--- src/rtl/mu0_sequencer_if.sv ---
// mu0_sequencer_if: control/handshake bundle between the MU0 sequencer and its
// datapath + memory.
//   master (sequencer): inputs Opcode, N, Z, MemAck;
//                       outputs MemReq, RnW, AddrSel, IRce, PCInc, PCce, ACCce,
//                       ALUfs, Halted, Fault
//   slave  (datapath/memory): the mirror image.
interface mu0_sequencer_if;
   logic [3:0] Opcode;
   logic       N;
   logic       Z;
   logic       MemAck;
   logic       MemReq;
   logic       RnW;
   logic       AddrSel;
   logic       IRce;
   logic       PCInc;
   logic       PCce;
   logic       ACCce;
   logic [1:0] ALUfs;
   logic       Halted;
   logic       Fault;

   modport master (
      input  Opcode, N, Z, MemAck,
      output MemReq, RnW, AddrSel, IRce, PCInc, PCce, ACCce, ALUfs, Halted, Fault
   );

   modport slave (
      output Opcode, N, Z, MemAck,
      input  MemReq, RnW, AddrSel, IRce, PCInc, PCce, ACCce, ALUfs, Halted, Fault
   );
endinterface

--- src/rtl/mu0_sequencer.sv ---
// mu0_sequencer: MU0 fetch/execute control FSM.
//   Clk     - system clock, rising edge
//   nReset  - asynchronous active-low reset
//   bus     - mu0_sequencer_if.master: Opcode/N/Z/MemAck in, datapath
//             enables, ALU function, memory req/ack, Halted/Fault out
// Parameters:
//   TIMEOUT - max consecutive unacknowledged MemReq cycles before FAULT (0 = off)
//   CNT_W   - timeout counter width, TIMEOUT must be <= 2**CNT_W-1
// Optional feature macro: MU0_ILLEGAL_TRAP_EN
//   defined   - opcodes 8-15 send the FSM to FAULT
//   undefined - opcodes 8-15 are single-cycle NOPs
// All outputs are decoded combinationally from the registered state, so they
// drop to 0 as soon as nReset is asserted.
module mu0_sequencer #(
   parameter int unsigned TIMEOUT = 15,
   parameter int unsigned CNT_W   = 4
) (
   input logic             Clk,
   input logic             nReset,
   mu0_sequencer_if.master bus
);

   typedef enum logic [2:0] {StIdle, StFetch, StExec, StHalt, StFault} state_e;

   localparam logic [CNT_W-1:0] TimeoutCnt = CNT_W'(TIMEOUT);

   state_e           r_state;
   state_e           w_state_next;
   logic [CNT_W-1:0] r_cnt;
   logic [CNT_W-1:0] w_cnt_next;
   logic             w_timeout;

   logic       w_mem_req;
   logic       w_rnw;
   logic       w_addr_sel;
   logic       w_ir_ce;
   logic       w_pc_inc;
   logic       w_pc_ce;
   logic       w_acc_ce;
   logic [1:0] w_alu_fs;
   logic       w_halted;
   logic       w_fault;

   always_ff @(posedge Clk or negedge nReset) begin
      if (!nReset) begin
         r_state <= StIdle;
         r_cnt   <= '0;
      end else begin
         r_state <= w_state_next;
         r_cnt   <= w_cnt_next;
      end
   end

   // Counter has waited the full budget; a missing ack this cycle means FAULT.
   assign w_timeout = (TIMEOUT != 0) && (r_cnt == TimeoutCnt);

   always_comb begin
      w_state_next = r_state;
      w_mem_req    = 1'b0;
      w_rnw        = 1'b0;
      w_addr_sel   = 1'b0;
      w_ir_ce      = 1'b0;
      w_pc_inc     = 1'b0;
      w_pc_ce      = 1'b0;
      w_acc_ce     = 1'b0;
      w_alu_fs     = 2'b00;
      w_halted     = 1'b0;
      w_fault      = 1'b0;

      unique case (r_state)
         StIdle: w_state_next = StFetch;

         StFetch: begin
            w_mem_req = 1'b1;
            w_rnw     = 1'b1;
            if (bus.MemAck) begin
               w_ir_ce      = 1'b1;
               w_pc_inc     = 1'b1;
               w_state_next = StExec;
            end else if (w_timeout) begin
               w_state_next = StFault;
            end
         end

         StExec: begin
            case (bus.Opcode)
               // LDA / ADD / SUB: read operand at IR[11:0] into the ALU
               4'd0, 4'd2, 4'd3: begin
                  w_mem_req  = 1'b1;
                  w_rnw      = 1'b1;
                  w_addr_sel = 1'b1;
                  w_alu_fs   = (bus.Opcode == 4'd2) ? 2'b01 :
                               (bus.Opcode == 4'd3) ? 2'b10 : 2'b00;
                  if (bus.MemAck) begin
                     w_acc_ce     = 1'b1;
                     w_state_next = StFetch;
                  end else if (w_timeout) begin
                     w_state_next = StFault;
                  end
               end
               // STA: write ACC to IR[11:0]
               4'd1: begin
                  w_mem_req  = 1'b1;
                  w_addr_sel = 1'b1;
                  if (bus.MemAck) begin
                     w_state_next = StFetch;
                  end else if (w_timeout) begin
                     w_state_next = StFault;
                  end
               end
               4'd4: begin
                  w_pc_ce      = 1'b1;
                  w_state_next = StFetch;
               end
               4'd5: begin
                  w_pc_ce      = !bus.N;
                  w_state_next = StFetch;
               end
               4'd6: begin
                  w_pc_ce      = !bus.Z;
                  w_state_next = StFetch;
               end
               4'd7: w_state_next = StHalt;
               default: begin
`ifdef MU0_ILLEGAL_TRAP_EN
                  w_state_next = StFault;
`else
                  w_state_next = StFetch;
`endif
               end
            endcase
         end

         StHalt: w_halted = 1'b1;

         StFault: begin
            w_halted = 1'b1;
            w_fault  = 1'b1;
         end

         default: w_state_next = StIdle;
      endcase
   end

   // Wait-cycle counter: restarts on any state change or ack, only advances
   // while a request is outstanding.
   always_comb begin
      w_cnt_next = r_cnt;
      if ((w_state_next != r_state) || bus.MemAck) begin
         w_cnt_next = '0;
      end else if (w_mem_req && (TIMEOUT != 0)) begin
         w_cnt_next = r_cnt + CNT_W'(1);
      end
   end

   assign bus.MemReq  = w_mem_req;
   assign bus.RnW     = w_rnw;
   assign bus.AddrSel = w_addr_sel;
   assign bus.IRce    = w_ir_ce;
   assign bus.PCInc   = w_pc_inc;
   assign bus.PCce    = w_pc_ce;
   assign bus.ACCce   = w_acc_ce;
   assign bus.ALUfs   = w_alu_fs;
   assign bus.Halted  = w_halted;
   assign bus.Fault   = w_fault;

endmodule

--- src/flat_wrapper.sv ---
// flat-port wrapper written by rule: the top's interface ports become plain ports
module mu0_sequencer_flat 
#(
   parameter int unsigned TIMEOUT = 15,
   parameter int unsigned CNT_W   = 4
)
  (Clk, nReset, bus_Opcode, bus_N, bus_Z, bus_MemAck, bus_MemReq, bus_RnW, bus_AddrSel, bus_IRce, bus_PCInc, bus_PCce, bus_ACCce, bus_ALUfs, bus_Halted, bus_Fault);
  mu0_sequencer_if bus_i ();
  input logic Clk;
  input logic nReset;
  input wire logic [$bits(bus_i.Opcode)-1:0] bus_Opcode;
  input wire logic [$bits(bus_i.N)-1:0] bus_N;
  input wire logic [$bits(bus_i.Z)-1:0] bus_Z;
  input wire logic [$bits(bus_i.MemAck)-1:0] bus_MemAck;
  output wire logic [$bits(bus_i.MemReq)-1:0] bus_MemReq;
  output wire logic [$bits(bus_i.RnW)-1:0] bus_RnW;
  output wire logic [$bits(bus_i.AddrSel)-1:0] bus_AddrSel;
  output wire logic [$bits(bus_i.IRce)-1:0] bus_IRce;
  output wire logic [$bits(bus_i.PCInc)-1:0] bus_PCInc;
  output wire logic [$bits(bus_i.PCce)-1:0] bus_PCce;
  output wire logic [$bits(bus_i.ACCce)-1:0] bus_ACCce;
  output wire logic [$bits(bus_i.ALUfs)-1:0] bus_ALUfs;
  output wire logic [$bits(bus_i.Halted)-1:0] bus_Halted;
  output wire logic [$bits(bus_i.Fault)-1:0] bus_Fault;
  assign bus_i.Opcode = bus_Opcode;
  assign bus_i.N = bus_N;
  assign bus_i.Z = bus_Z;
  assign bus_i.MemAck = bus_MemAck;
  assign bus_MemReq = bus_i.MemReq;
  assign bus_RnW = bus_i.RnW;
  assign bus_AddrSel = bus_i.AddrSel;
  assign bus_IRce = bus_i.IRce;
  assign bus_PCInc = bus_i.PCInc;
  assign bus_PCce = bus_i.PCce;
  assign bus_ACCce = bus_i.ACCce;
  assign bus_ALUfs = bus_i.ALUfs;
  assign bus_Halted = bus_i.Halted;
  assign bus_Fault = bus_i.Fault;
  mu0_sequencer #(.TIMEOUT(TIMEOUT), .CNT_W(CNT_W)) u_core (.Clk(Clk), .nReset(nReset), .bus(bus_i));
endmodule
--- config.mk ---
export PLATFORM = sky130hd
export DESIGN_NAME = mu0_sequencer_flat
export DESIGN_NICKNAME = d
export VERILOG_FILES = /design/src/rtl/mu0_sequencer_if.sv /design/src/rtl/mu0_sequencer.sv /design/src/flat_wrapper.sv
export SDC_FILE = /design/constraint.sdc
export NUM_CORES = 1
export LEC_CHECK = 0
export CELL_PAD_IN_SITES_DETAIL_PLACEMENT = 1
export CELL_PAD_IN_SITES_GLOBAL_PLACEMENT = 2
export CORE_AREA = 2 2 61 49
export CTS_CLUSTER_DIAMETER = 30
export DETAILED_ROUTE_END_ITERATION = 7
export DIE_AREA = 0 0 63 51
export GPL_ROUTABILITY_DRIVEN = 0
export PLACE_DENSITY = 0.72
export SLEW_MARGIN = 20
export SYNTH_ARGS = -nofsm -noshare
export SYNTH_HDL_FRONTEND = slang
export SYNTH_SLANG_ARGS = --single-unit
--- constraint.sdc ---
create_clock -name Clk -period 1.6 [get_ports Clk]
set_input_delay 0.16 -clock Clk [delete_from_list [all_inputs] [get_ports Clk]]
set_output_delay 0.16 -clock Clk [all_outputs]
set_load 0.03 [all_outputs]
Yosys cells after proc, flatten, opt, wreduce, memory -nomap -nowiden
Cells that the tools add are included.

Bits in writable memories: 0. Output and inout port bits: 11. Memory bits (read-only): 0. Flip-flop bits (word level): 7. Bits in latches: 0. Logic and storage cells: 49. Memories kept: 0. Input port bits: 9.

Eq/ne operators: 13. Div/mod/pow operators: 0. Reduce and logical (&&, ||, !) cells: 9. Magnitude comparators: 0. Bitwise gates (word level): 0. Muxes and demuxes: 24. Shift operators: 0. Multiply operators: 0. $add $sub $neg: 1.

Operators with widths (number): == test 4 x 3 -> 1 bit, second input constant (4); case mux 3 bit (4 select lines) (1); two-way mux 1 bit (10); two-way mux 3 bit (3); == test 4 x 2 -> 1 bit, second input constant (2); two-way mux 2 bit (4); two-way mux 4 bit (2); == test 3 x 2 -> 1 bit, second input constant (2); case mux 3 bit (2 select lines) (1); adder 4 x 1 -> 4 bit, second input constant (1); == test 4 x 1 -> 1 bit, second input constant (1); == test 4 bit, second input constant (1); logical NOT 4 bit (1); case mux 1 bit (2 select lines) (2); OR reduction 4 bit (1); == test 3 x 1 -> 1 bit, second input constant (1); == test 3 bit, second input constant (1); logical NOT 3 bit (1); inequality test 3 bit (1); case mux 1 bit (3 select lines) (1); OR reduction 3 bit (1); logical NOT 1 bit (2); nonzero test 2 bit (1); OR reduction 2 bit (1); logical OR 1 bit (1).

Depth between registers and ports, before layout
Gate-level depths: netlist of run 1.

Depth in word-level cells: 8. Depth in mapped cells: 5. Mapped depth without buffers: 5.

Worst setup path before layout of run 1
Ideal clock, no wire load.

Path kind: flip-flop to output port. Start: reg u_core.r_state[0]. End: out bus_ALUfs[0]. Setup slack: -0.638 ns. Buffers on the path: 1. Cell stages (with the launch flop): 6. Arrival time: 2.078 ns. Required time: 1.440 ns. Cell sequence: dfrtp_1 or4b_1 buf_2 nor2_1 nand2_1 nor2_1.

Cells in the longest elaborated chain, start to end: 2.

RTL lines: start, declared (line mu0_sequencer.sv:27) `state_e r_state;`; start signal, assigned (line mu0_sequencer.sv:46) `r_state <= StIdle;`; start signal, assigned (line mu0_sequencer.sv:49) `r_state <= w_state_next;`; == test 3 x 2 -> 1 bit (line mu0_sequencer.sv:70) `unique case (r_state)`; two-way mux 2 bit (line mu0_sequencer.sv:70); end, declared (line flat_wrapper.sv:22) `output wire logic [$bits(bus_i.ALUfs)-1:0] bus_ALUfs;`.

Every way passes these cells.

Worst setup path after layout of run 1
Start: reg u_core.r_state[0]. End: out bus_ALUfs[1].

Same word-level chain as after synthesis.

==> flow_metrics.py, run 1 <==
metrics = {
    "logic_synthesis": {
        "yosysWarnings": 0,
        "netlist_area_um2": 502,
        "postSynthAreaPerCell_um2": 8.80,
        "seq_area_frac_synth": 0.349,
        "synthesis.nets": 67,
        "synth_top_family_by_area": "simple AND/OR/NAND/NOR gates",
        "netlist_instances": 57,
        "synth_top_area_frac": 0.349,
        "synth_cell_types": 28,
        "synth_top_cell_by_area": "dfrtp_1",
        "synth_area_leaders": "dfrtp_1 (35%), nor2_1 (6.7%), xnor2_1 (5.2%)",
        "ys_ff_latch": 7,
        "synth_compound_area_frac": 0.197,
        "synth_mux_area_frac": 0.0200,
        "synth_fa_ha_area_frac": 0.0249,
        "synth-xor-area-share": 0.0524,
        "yosys.area_share.simple": 0.314,
    },
    "pwr": {
        "switching_share": 0.253,
        "net-switching-power_uw": 114,
        "ir_drop_mv": 0.237,
        "p_leak_uw": 0.000424,
        "pwr-share-clk": 0.339,
        "p_per_area_nw_per_um2": 469,
        "power_uw": 451,
        "power.internal_uw": 337,
        "power_frac_comb": 0.257,
        "seqPwrFrac": 0.404,
    },
    "routing": {
        "initialDrtViolationCount": 11,
        "wl_per_cell_um": 12.3,
        "drc": 0,
        "viasPerCell": 4.11,
        "ant_nets": 0,
        "wl_um": 1600,
        "drt-pass1-iter-count": 3,
        "vias": 534,
    },
    "setup_path": {
        "critPathKind": "reg -> out",
        "crit_chain": "or4b_4 -> nor2_4 -> and3_2 -> buf_6",
        "reg2reg_depth": 5,
        "crit_arrival_ns": 1.66,
        "reg2reg_slack_ns": -0.07,
        "r2r-end": "u_core.r_cnt[3]",
        "reg2reg_from": "u_core.r_state[0]",
        "worst_setup_path_end_kind": "output pin",
        "startpoint_type": "register",
        "crit_path_start": "u_core.r_state[0]",
        "cpPeakStageDelay_ns": 0.59,
        "endpoint": "bus_ALUfs[1]",
        "slowest_stage": "or4b_4",
        "critPathRequiredTime_ns": 1.44,
        "path_max_fanout": 4,
    },
    "cells_and_area": {
        "drive_gt1_frac": 0.500,
        "diodes": 0,
        "stdcell_area_um2": 961,
        "fillers": 315,
        "layoutNonFillerInstCount": 130,
        "area_growth_pct": 91.5,
        "final_net_count": 103,
    },
    "floorplan": {
        "io-pin-count": 20,
        "die_area_um2": 3210,
        "rows": 17,
        "die_h_um": 51,
        "die_w_um": 63,
        "initial_utilization": 0.186,
        "core-area_um2": 2700,
    },
    "clock_network": {
        "cts_root_buffer": "clkbuf_4",
        "tritoncts": "done",
        "clock_path_buffers": 2,
        "holdBufCountCts": 0,
        "clock_sinks": 7,
        "cts_buffers": 3,
        "clkTransAtPathRegs_ns": 0.05,
        "clk_latency_ns": 0.25,
        "htree_levels": 1,
    },
    "run_status": {
        "status": "finished, violations left",
        "violations": "negative setup slack",
    },
    "place": {
        "io_buffers": 19,
        "place_area_um2": 818,
        "dp_hpwl_um": 1220,
        "dpl.cell_count": 122,
    },
    "sta": {
        "rsz0062_at_grt": "yes",
        "finClkSkew_ns": 0.00208,
        "period_needed_ns": 1.82,
        "slew_viol_final": 0,
        "tightest_slew_ns": 0.308,
        "fin_crit_sh": 1.14,
        "max_freq_ghz": 0.550,
        "final-hold-violation-count": 0,
        "holdWs_ns": 0.169,
        "setup_ws_ns": -0.219,
        "setup_viol": 8,
        "timing.slew.headroom": 0.794,
    },
    "grt": {
        "gr-total-overflow": 0,
        "first_global_vias": 531,
        "globalRouteTotalUtil": 0.102,
        "antenna_found_initial": 0,
        "grt_pass1_wl_um": 2530,
        "grt_start_max_net_pins": 11,
    },
    "run": {
        "max_cap_viol_count": 0,
    },
    "hold_path": {
        "hold_class": "in -> async",
    },
}
through the flow:
stage / util / setup TNS (ns) / setup slack, ns
2_1_floorplan: - / -1.43 / -0.362
3_3_place_gp: 0.303 / -2.93 / -0.338
3_5_place_dp: 0.303 / -3.05 / -0.361
4_1_cts: 0.340 / -1.51 / -0.243
5_1_grt: 0.356 / -1.98 / -0.295
6_report: 0.356 / -1.29 / -0.219
sequential cells by signal, summed over array words and instances (netlist names):
signal,count
u_core.r_cnt,4
u_core.r_state,3
critical path: cells and delay by family (launching register included):
family	cells	cell delay (ns)
flops	1	0.37
buf+inv	1	0.12
simple gates	3	0.91
cells in the final DEF (no fill, tap or decap), types with 2 or more instances in the layout:
cell type	n
clkdlybuf4s50_1	8
dfrtp_1	7
nor2_2	2
a21oi_4	2
a21o_1	2
nor3_1	2
a21oi_1	2
xnor2_1	3
nand2b_1	3
buf_4	15
clkbuf_4	3
buf_6	11
nor3b_4	2
nor2_1	7
cell type report:
cell class | instances | area [um^2] | share of cell area
timing repair buffer | 34 | 317 | 0.329
multi-input combinational | 46 | 392 | 0.408
clock buffer | 4 | 26.3 | 0.0273
sequential | 7 | 175 | 0.182
tap | 38 | 47.5 | 0.0495
inverter | 1 | 3.75 | 0.00391
worst min path at each step:
stage | endpoint | cells after the start
global route | u_core.r_state[0] | 1
floorplan | u_core.r_cnt[0] | 0
global placement | u_core.r_cnt[2] | 1
CTS | u_core.r_state[0] | 1
finish | u_core.r_cnt[0] | 1
detailed placement | u_core.r_cnt[3] | 1
logic make-up after synthesis:
family,Yosys count
AO/OA/AOI/OAI,13
XOR/XNOR,3
adder cells (fa/ha/maj),1
buffers and inverters,4
flip-flops,7
multiplexers,1
AND/OR/NAND/NOR,28
synthesized netlist by cell type:
library cell	number
xnor2_1	3
nor3_1	2
and3_1	2
ha_1	1
a32oi_1	1
o21ai_0	1
nor3b_1	3
a21oi_1	4
nand3_1	2
a21oi_4	1
nor2_2	1
o22ai_1	1
nand2_1	1
or4b_1	1
buf_2	2
nor4b_1	1
o21a_1	1
nand2b_1	4
mux2i_1	1
or3b_1	1
a211oi_2	1
inv_1	1
o31ai_1	1
nor2_1	9
a21o_1	2
nor2b_1	1
dfrtp_1	7
buf_4	1
power by group through the flow:
| stage | registers [uW] | logic, uW | clock network, uW |
|---|---|---|---|
| floorplan | 187 | 42.7 | 0 |
| detailed placement | 185 | 103 | 0 |
| CTS | 182 | 112 | 162 |
| finish | 182 | 116 | 153 |
| global route | 182 | 126 | 176 |
| global placement | 185 | 102 | 0 |
metal layers:
layer	global-route usage	up-vias	share of wire
met1	0.133	243	0.45
met2	0.165	17	0.49
met5	0	-	0
met4	0.0444	0	0.013
met3	0.0198	2	0.044
li1	-	272	-
timing repair:
item                                    CTS  global route
gates resized for setup                  13             8
endpoints found under the setup margin   13            15
hold endpoints to repair                  0             0
pin swaps                                 4             3
setup buffers                             3             2
(Power assumes the default switching activity.)
==> run 2: changes to the inputs <==
--- a/config.mk
+++ b/config.mk
@@ -8,7 +8,6 @@
 export CELL_PAD_IN_SITES_DETAIL_PLACEMENT = 1
 export CELL_PAD_IN_SITES_GLOBAL_PLACEMENT = 2
 export CORE_AREA = 2 2 61 49
-export CTS_CLUSTER_DIAMETER = 30
 export DETAILED_ROUTE_END_ITERATION = 7
 export DIE_AREA = 0 0 63 51
 export GPL_ROUTABILITY_DRIVEN = 0
==> results of run 2 <==
No change in the layout: final DEF, timing and power equal those of run 1.
